==> src/rtl/pipeline_control.sv <==
// Four-stage pipeline controller: produces per-stage enables, stage-valid bits,
// a fetch flush on jumps, and a saturating count of stalled cycles.
module pipeline_control (
  input  logic        clock,
  input  logic        reset,
  input  logic        fetch_done,
  input  logic        mem_done,
  input  logic [4:0]  d_rs1,
  input  logic [4:0]  d_rs2,
  input  logic        d_uses_rs1,
  input  logic        d_uses_rs2,
  input  logic [4:0]  c_rd,
  input  logic        c_writes_rd,
  input  logic        c_is_load,
  input  logic        jump_valid,
  output logic        en_fetch,
  output logic        en_decode,
  output logic        en_compute,
  output logic        en_mem,
  output logic        en_wb,
  output logic        flush,
  output logic        v_d,
  output logic        v_c,
  output logic        v_m,
  output logic        v_w,
  output logic [15:0] stall_cycles
);

  typedef enum logic [1:0] {RUN, MEM_WAIT, FLUSH} state_t;
  typedef enum logic [2:0] {ACT_ADVANCE, ACT_RESET, ACT_REFILL, ACT_WAIT, ACT_JUMP, ACT_BUBBLE} action_t;

  state_t  state;
  action_t action;

  logic mem_busy;
  logic jump;
  logic rs1_match;
  logic rs2_match;
  logic hazard;

  assign mem_busy  = v_m & ~mem_done;
  assign jump      = v_m & jump_valid & ~mem_busy;
  assign rs1_match = d_uses_rs1 & (d_rs1 == c_rd);
  assign rs2_match = d_uses_rs2 & (d_rs2 == c_rd);
  assign hazard    = v_d & v_c & c_is_load & c_writes_rd & (c_rd != 5'd0) & (rs1_match | rs2_match);

  // Once memory completes, a MEM_WAIT cycle is resolved exactly like a RUN cycle,
  // so a load-use pair held during the wait still gets its bubble.
  always_comb begin
    action = ACT_ADVANCE;
    if (reset)
      action = ACT_RESET;
    else if (state == FLUSH)
      action = ACT_REFILL;
    else if (state == MEM_WAIT && !mem_done)
      action = ACT_WAIT;
    else if (jump)
      action = ACT_JUMP;
    else if (mem_busy)
      action = ACT_WAIT;
    else if (hazard)
      action = ACT_BUBBLE;
  end

  always_comb begin
    en_fetch   = 1'b0;
    en_decode  = 1'b0;
    en_compute = 1'b0;
    en_mem     = 1'b0;
    en_wb      = 1'b0;
    flush      = 1'b0;
    case (action)
      ACT_RESET: ;
      ACT_REFILL: en_fetch = 1'b1;
      ACT_WAIT:   en_mem   = 1'b1;
      ACT_JUMP: begin
        flush    = 1'b1;
        en_fetch = 1'b1;
        en_mem   = 1'b1;
        en_wb    = v_w;
      end
      ACT_BUBBLE: begin
        en_compute = 1'b1;
        en_mem     = v_m;
        en_wb      = v_w;
      end
      default: begin
        en_fetch   = 1'b1;
        en_decode  = v_d;
        en_compute = v_c;
        en_mem     = v_m;
        en_wb      = v_w;
      end
    endcase
  end

  always_ff @(posedge clock) begin
    case (action)
      ACT_RESET: begin
        state        <= RUN;
        v_d          <= 1'b0;
        v_c          <= 1'b0;
        v_m          <= 1'b0;
        v_w          <= 1'b0;
        stall_cycles <= 16'd0;
      end
      ACT_REFILL: begin
        state <= RUN;
        v_d   <= fetch_done;
        v_w   <= 1'b0;
      end
      ACT_WAIT: begin
        state        <= MEM_WAIT;
        v_w          <= 1'b0;
        stall_cycles <= (stall_cycles == 16'hFFFF) ? stall_cycles : stall_cycles + 16'd1;
      end
      ACT_JUMP: begin
        state <= FLUSH;
        v_d   <= 1'b0;
        v_c   <= 1'b0;
        v_m   <= 1'b0;
        v_w   <= v_m;
      end
      ACT_BUBBLE: begin
        state        <= RUN;
        v_c          <= 1'b0;
        v_m          <= v_c;
        v_w          <= v_m;
        stall_cycles <= (stall_cycles == 16'hFFFF) ? stall_cycles : stall_cycles + 16'd1;
      end
      default: begin
        state <= RUN;
        v_d   <= fetch_done;
        v_c   <= v_d;
        v_m   <= v_c;
        v_w   <= v_m;
      end
    endcase
  end

endmodule

==> config.mk <==
export PLATFORM = sky130hd
export DESIGN_NAME = pipeline_control
export DESIGN_NICKNAME = d
export VERILOG_FILES = /design/src/rtl/pipeline_control.sv
export SDC_FILE = /design/constraint.sdc
export NUM_CORES = 1
export LEC_CHECK = 0
export CAP_MARGIN = 20
export CORE_MARGIN = 2
export CORE_UTILIZATION = 35
export DETAILED_ROUTE_END_ITERATION = 8
export HOLD_SLACK_MARGIN = 0.08
export PLACE_DENSITY = 0.73
export SLEW_MARGIN = 20
export SYNTH_ARGS = -nofsm -noshare
export SYNTH_HDL_FRONTEND = slang
export SYNTH_SLANG_ARGS = --single-unit
==> constraint.sdc <==
create_clock -name clock -period 5.4 [get_ports clock]
set_clock_uncertainty 0.05 [all_clocks]
set_input_delay 1.08 -clock clock [delete_from_list [all_inputs] [get_ports clock]]
set_output_delay 1.08 -clock clock [all_outputs]
set_load 0.02 [all_outputs]
# == After elaboration in Yosys (flattened, before gate mapping) ==
# Index checks and enable logic that the tools add are counted.
# word_totals
regBits,22
inputBits,24
output_inout_bits,26
wordCells,64
# classes
addsub,1
n_eq_ne,11
muxes,18
bitwise,13
reduce_logical,15
# op_table
cell,n
$pmux 16 s2,1
$mux 3,6
$add 16x1->16 const B,1
$eq 16x16->1 const B,1
$mux 16,1
$and 1x1->1,10
$eq 5x5->1,2
$pmux 1 s2,5
$reduce_or 2->1,5
$reduce_or 3->1,3
$eq 3x2->1 const B,2
$eq 3x3->1 const B,2
$reduce_bool 5->1,1
$reduce_or 5->1,1
$mux 1,4
$pmux 2 s2,1
$reduce_or 4->1,1
$eq 3x1->1 const B,1
$eq 2x1->1 const B,1
$eq 2x2->1 const B,1
$ne 2x2->1 const B,1
$not 1->1,2
$reduce_and 2->1,1
$reduce_bool 2->1,1
other kinds (3),3

# == Longest topological paths before layout ==
# depth
ltp_word,15
ltp_mapped,7

# == Least setup slack after synthesis ==
# OpenSTA, ideal clock, no wires.
# synth_timing
path_type,input to output
start,in c_rd[3]
end,out en_decode
arrival_time_ps,2134
required_ps,4270
slack_ps,2136
cell_stages,5
path_buffers,1
cell_sequence,xor2_1 > nor4_1 > a32oi_1 > buf_2 > o2111a_1
# synth_via
elab_chain_len,13
elab_cells_between_ends,21
cone_classes,eq/ne: 7; mux: 7; bitwise: 5; reduce/logical: 2
# synth_rtl
element,line,source
from (decl),12,"input logic [4:0] c_rd,"
$eq 5x5->1 (on tied branches),"43, 44",
$and 1x1->1 (on tied branches),"43, 44",
$or 1x1->1,45,assign hazard = v_d & v_c & c_is_load & c_writes_rd & (c_rd != 5'd0) & (rs1_match | rs2_match);
$and 1x1->1 (*),45,
$mux 3 (*),61,else if (hazard)
$mux 3 (*),59,else if (mem_busy)
$mux 3 (*),57,else if (jump)
$mux 3 (*),55,else if (state == MEM_WAIT && !mem_done)
$mux 3 (*),53,else if (state == FLUSH)
$mux 3 (*),51,if (reset)
"$eq 3x3->1, or another cell as far along",72,case (action)
$reduce_or 5->1 (no line) (*),n/a,
$mux 1 (*),72,
to (decl),17,"output logic en_decode,"
# Mark *: on every way between the ends. The rest lies on a longest branch, timed or not.

# == Worst setup path after layout ==
# layout_timing
start,in mem_done
end,out en_decode
# layout_via
elab_chain_len,11
elab_cells_between_ends,18
cone_classes,eq/ne: 5; mux: 6; bitwise: 4; reduce/logical: 3
# layout_rtl
element,line,source
from (decl),7,"input logic mem_done,"
$not 1->1,41,assign mem_busy = v_m & ~mem_done;
$and 1x1->1,41,
$not 1->1,42,assign jump = v_m & jump_valid & ~mem_busy;
$and 1x1->1,42,
$mux 3,57,
$mux 3 (*),55,
$mux 3 (*),53,
$mux 3 (*),51,
"$eq 3x3->1, or another cell as far along",72,
$reduce_or 5->1 (no line) (*),n/a,
$mux 1 (*),72,
# Marked as above.

==> flow_metrics.env <==
export IMPL_antenna_found_initial=0
export IMPL_synth_async_reset_ratio=0
export IMPL_synthCells=146
export IMPL_fin_ws_ns=0.935
export IMPL_path_cells="clkdlybuf4s50_1 > inv_1 > a2111oi_1 > o2111a_1 > clkdlybuf4s50_1"
export IMPL_avgViaCountPerCell=5.36
export IMPL_slew_violations=0
export IMPL_end_kind="output port"
export IMPL_die_h_um=70.2
export IMPL_gp_congestion=0.842
export IMPL_synth_seq_cells=22
export IMPL_power_density_nw_per_um2=217
export IMPL_relSlewSlack=0.428
export IMPL_clk_latency_ns=0.27
export IMPL_die_area_sq_um=4920
export IMPL_worstMarginPinSlew_ns=0.858
export IMPL_cpMostUsedCell="clkdlybuf4s50_1"
export IMPL_seq_area_frac_synth=0.412
export IMPL_fin_setup_tns_ns=0
export IMPL_fin_area_sq_um=2110
export IMPL_die_width_um=70.2
export IMPL_place_ws_ns=0.953
export IMPL_cp_start_kind="primary input"
export IMPL_placed_area_sq_um=2040
export IMPL_port_buffers=49
export IMPL_cts_tree="built"
export IMPL_cp_arrival_ns=3.34
export IMPL_core_sq_um=4290
export IMPL_numCtsBuffers=3
export IMPL_totalPowerFinal_uw=459
export IMPL_max_freq_mhz=224
export IMPL_antenna_left=0
export IMPL_grt_pass1_wl_um=5680
export IMPL_synth_avg_cell_area_sq_um=10.5
export IMPL_rsz0062_at_grt="false"
export IMPL_synth_edf_count=19
export IMPL_required_ns=4.27
export IMPL_hold_viol_final=0
export IMPL_ir_worst_vdd_mv=0.0887
export IMPL_drtIter0Drc=137
export IMPL_synthTopCellsByCount="19 x edfxtp_1, 12 x xor2_1, 11 x xnor2_1"
export IMPL_drt_pass1_iterations=4
export IMPL_first_global_vias=1184
export IMPL_grt_usage=0.140
export IMPL_setup_viol=0
export IMPL_cpLargestDelayFamily="buffers and inverters"
export IMPL_wirelength_um=3460
export IMPL_leakagePower_uw=0.000673
export IMPL_slowest_stage="clkdlybuf4s50_1"
export IMPL_synth_top_area_frac=0.373
export IMPL_min_path_type="reg2reg"
export IMPL_synth_area_leader_cell="edfxtp_1"
export IMPL_critical_path_peak_fanout=8
export IMPL_min_period_ns=4.47
export IMPL_antennaDiodeCount=0
export IMPL_synth_area_sq_um=1530
export IMPL_worst_setup_path_type="in2out"
export IMPL_maxCapViolations=0
export IMPL_synth_cell_types=41
export IMPL_pin_count=50
export IMPL_cts_sinks=22
export IMPL_status="finished clean"
export IMPL_drive_above_1_share=0.0928
export IMPL_ys_flop_type="edfxtp_1"
export IMPL_place_hpwl_um=2540
export IMPL_drc=0
export IMPL_grt_max_degree=19
export IMPL_grt_ovfl_total=0
export IMPL_post_synth_top_count_cell="edfxtp_1"
export IMPL_clk_path_buf_depth=2
export IMPL_htreeDepth=1
export IMPL_holdWs_ns=0.606
export IMPL_post_drt_wl_per_cell_um=14.1
export IMPL_fillers=428
export IMPL_postCtsSetupRepairBufs=0
export IMPL_synth_nets=171
export IMPL_clk_pin_slew_ns=0.08
export IMPL_post_cts_resized=0
export IMPL_slowest_delay_ns=0.62
export IMPL_root_buffer="clkbuf_8"
export IMPL_yosys_top_cells_area="edfxtp_1 37%, a211oi_2 7.4%, xor2_1 6.9%"
export IMPL_path_buf_inv=3
export IMPL_initial_core_util=0.357
export IMPL_ys_warn_count=0
export IMPL_dr_total_vias=1319
export IMPL_rows=24
export IMPL_area_growth_pct=38.1
export IMPL_fin_nets=220
export IMPL_cts_hold_buf=0
export IMPL_finalCritPeriodShare=0.827
[cells in the final DEF (no fill, tap or decap), drive strengths merged]
cell type,instances
clkdlybuf4s50,49
edfxtp,19
a211oi,16
xor2,12
xnor2,11
inv,9
nand2,9
nor4,7
nand3,6
nor2,5
nand4,5
nor3,4
o21ai,4
nand2b,3
and3,3
clkbuf,3
dfxtp,3
and4,2
o311a,2
a21oi,2
buf,2
nor3b,2
and2,2
or4,2
nor2b,1
a2111oi,1
a32oi,1
a31oi,1
or3,1
o221ai,1
o2111a,1
a2111o,1
a21o,1
a22oi,1
ha,1
bufinv,1
[worst reg2reg max path, stage by stage (launching register included)]
cell      delay [ns]
edfxtp_1        0.53
nand2b_1        0.20
a31oi_1         0.32
nand2b_1        0.73
a21o_1          0.23
[flip-flops by register name (all words and copies together) (netlist names)]
| signal | count |
|---|---|
| stall_cycles | 16 |
| v_c | 1 |
| v_m | 1 |
| v_d | 1 |
| state | 2 |
| v_w | 1 |
[cell families after synthesis]
logic type / share of synthesized area
and+or+nand+nor: 0.194
adders and majority gates: 0.00817
AOI/OAI and AO/OA: 0.194
DFF: 0.412
xor gates and xnor gates: 0.132
buffers and inverters: 0.0605
[path summary, 6_finish.rpt]
| path | from | end | slack, ns | cells past startpoint |
|---|---|---|---|---|
| worst max register to register | v_m$_SDFFCE_PP0N_ | v_d$_SDFFCE_PP0N_ | 3.08 | 4 |
| worst max-delay path | mem_done | en_decode | 0.93 | 5 |
| worst min register to register | v_d$_SDFFCE_PP0N_ | v_c$_SDFFCE_PP0N_ | 0.61 | 1 |
| worst min-delay path | v_d$_SDFFCE_PP0N_ | v_c$_SDFFCE_PP0N_ | 0.61 | 1 |
[metrics by stage]
stage,utilization,instances
CTS,0.492,246
finish,0.492,246
floorplan,-,146
global placement,0.476,242
detailed placement,0.476,242
global route,0.492,246
[final cells by class]
| type | instances | area, sq um | share of cell area |
|---|---|---|---|
| multi-input combinational | 108 | 808 | 0.382 |
| sequential | 22 | 631 | 0.298 |
| timing repair buffer | 51 | 505 | 0.239 |
| tap | 52 | 65.1 | 0.0308 |
| clock buffer | 3 | 41.3 | 0.0195 |
| inverter | 9 | 33.8 | 0.0160 |
| clock inverter | 1 | 30.0 | 0.0142 |
[report_power, final]
part,switching (uW),total (uW),internal [uW]
logic,46.5,94.5,48.0
clock network,57.3,156,99.0
registers,13.3,208,195
total,117,459,342
[per-layer routing]
layer,part of all wire,track usage
met1,0.46,0.200
met4,0.0078,0.0385
met2,0.47,0.221
met3,0.060,0.0202
met5,0,0
Power figures use the tool's default switching activity.
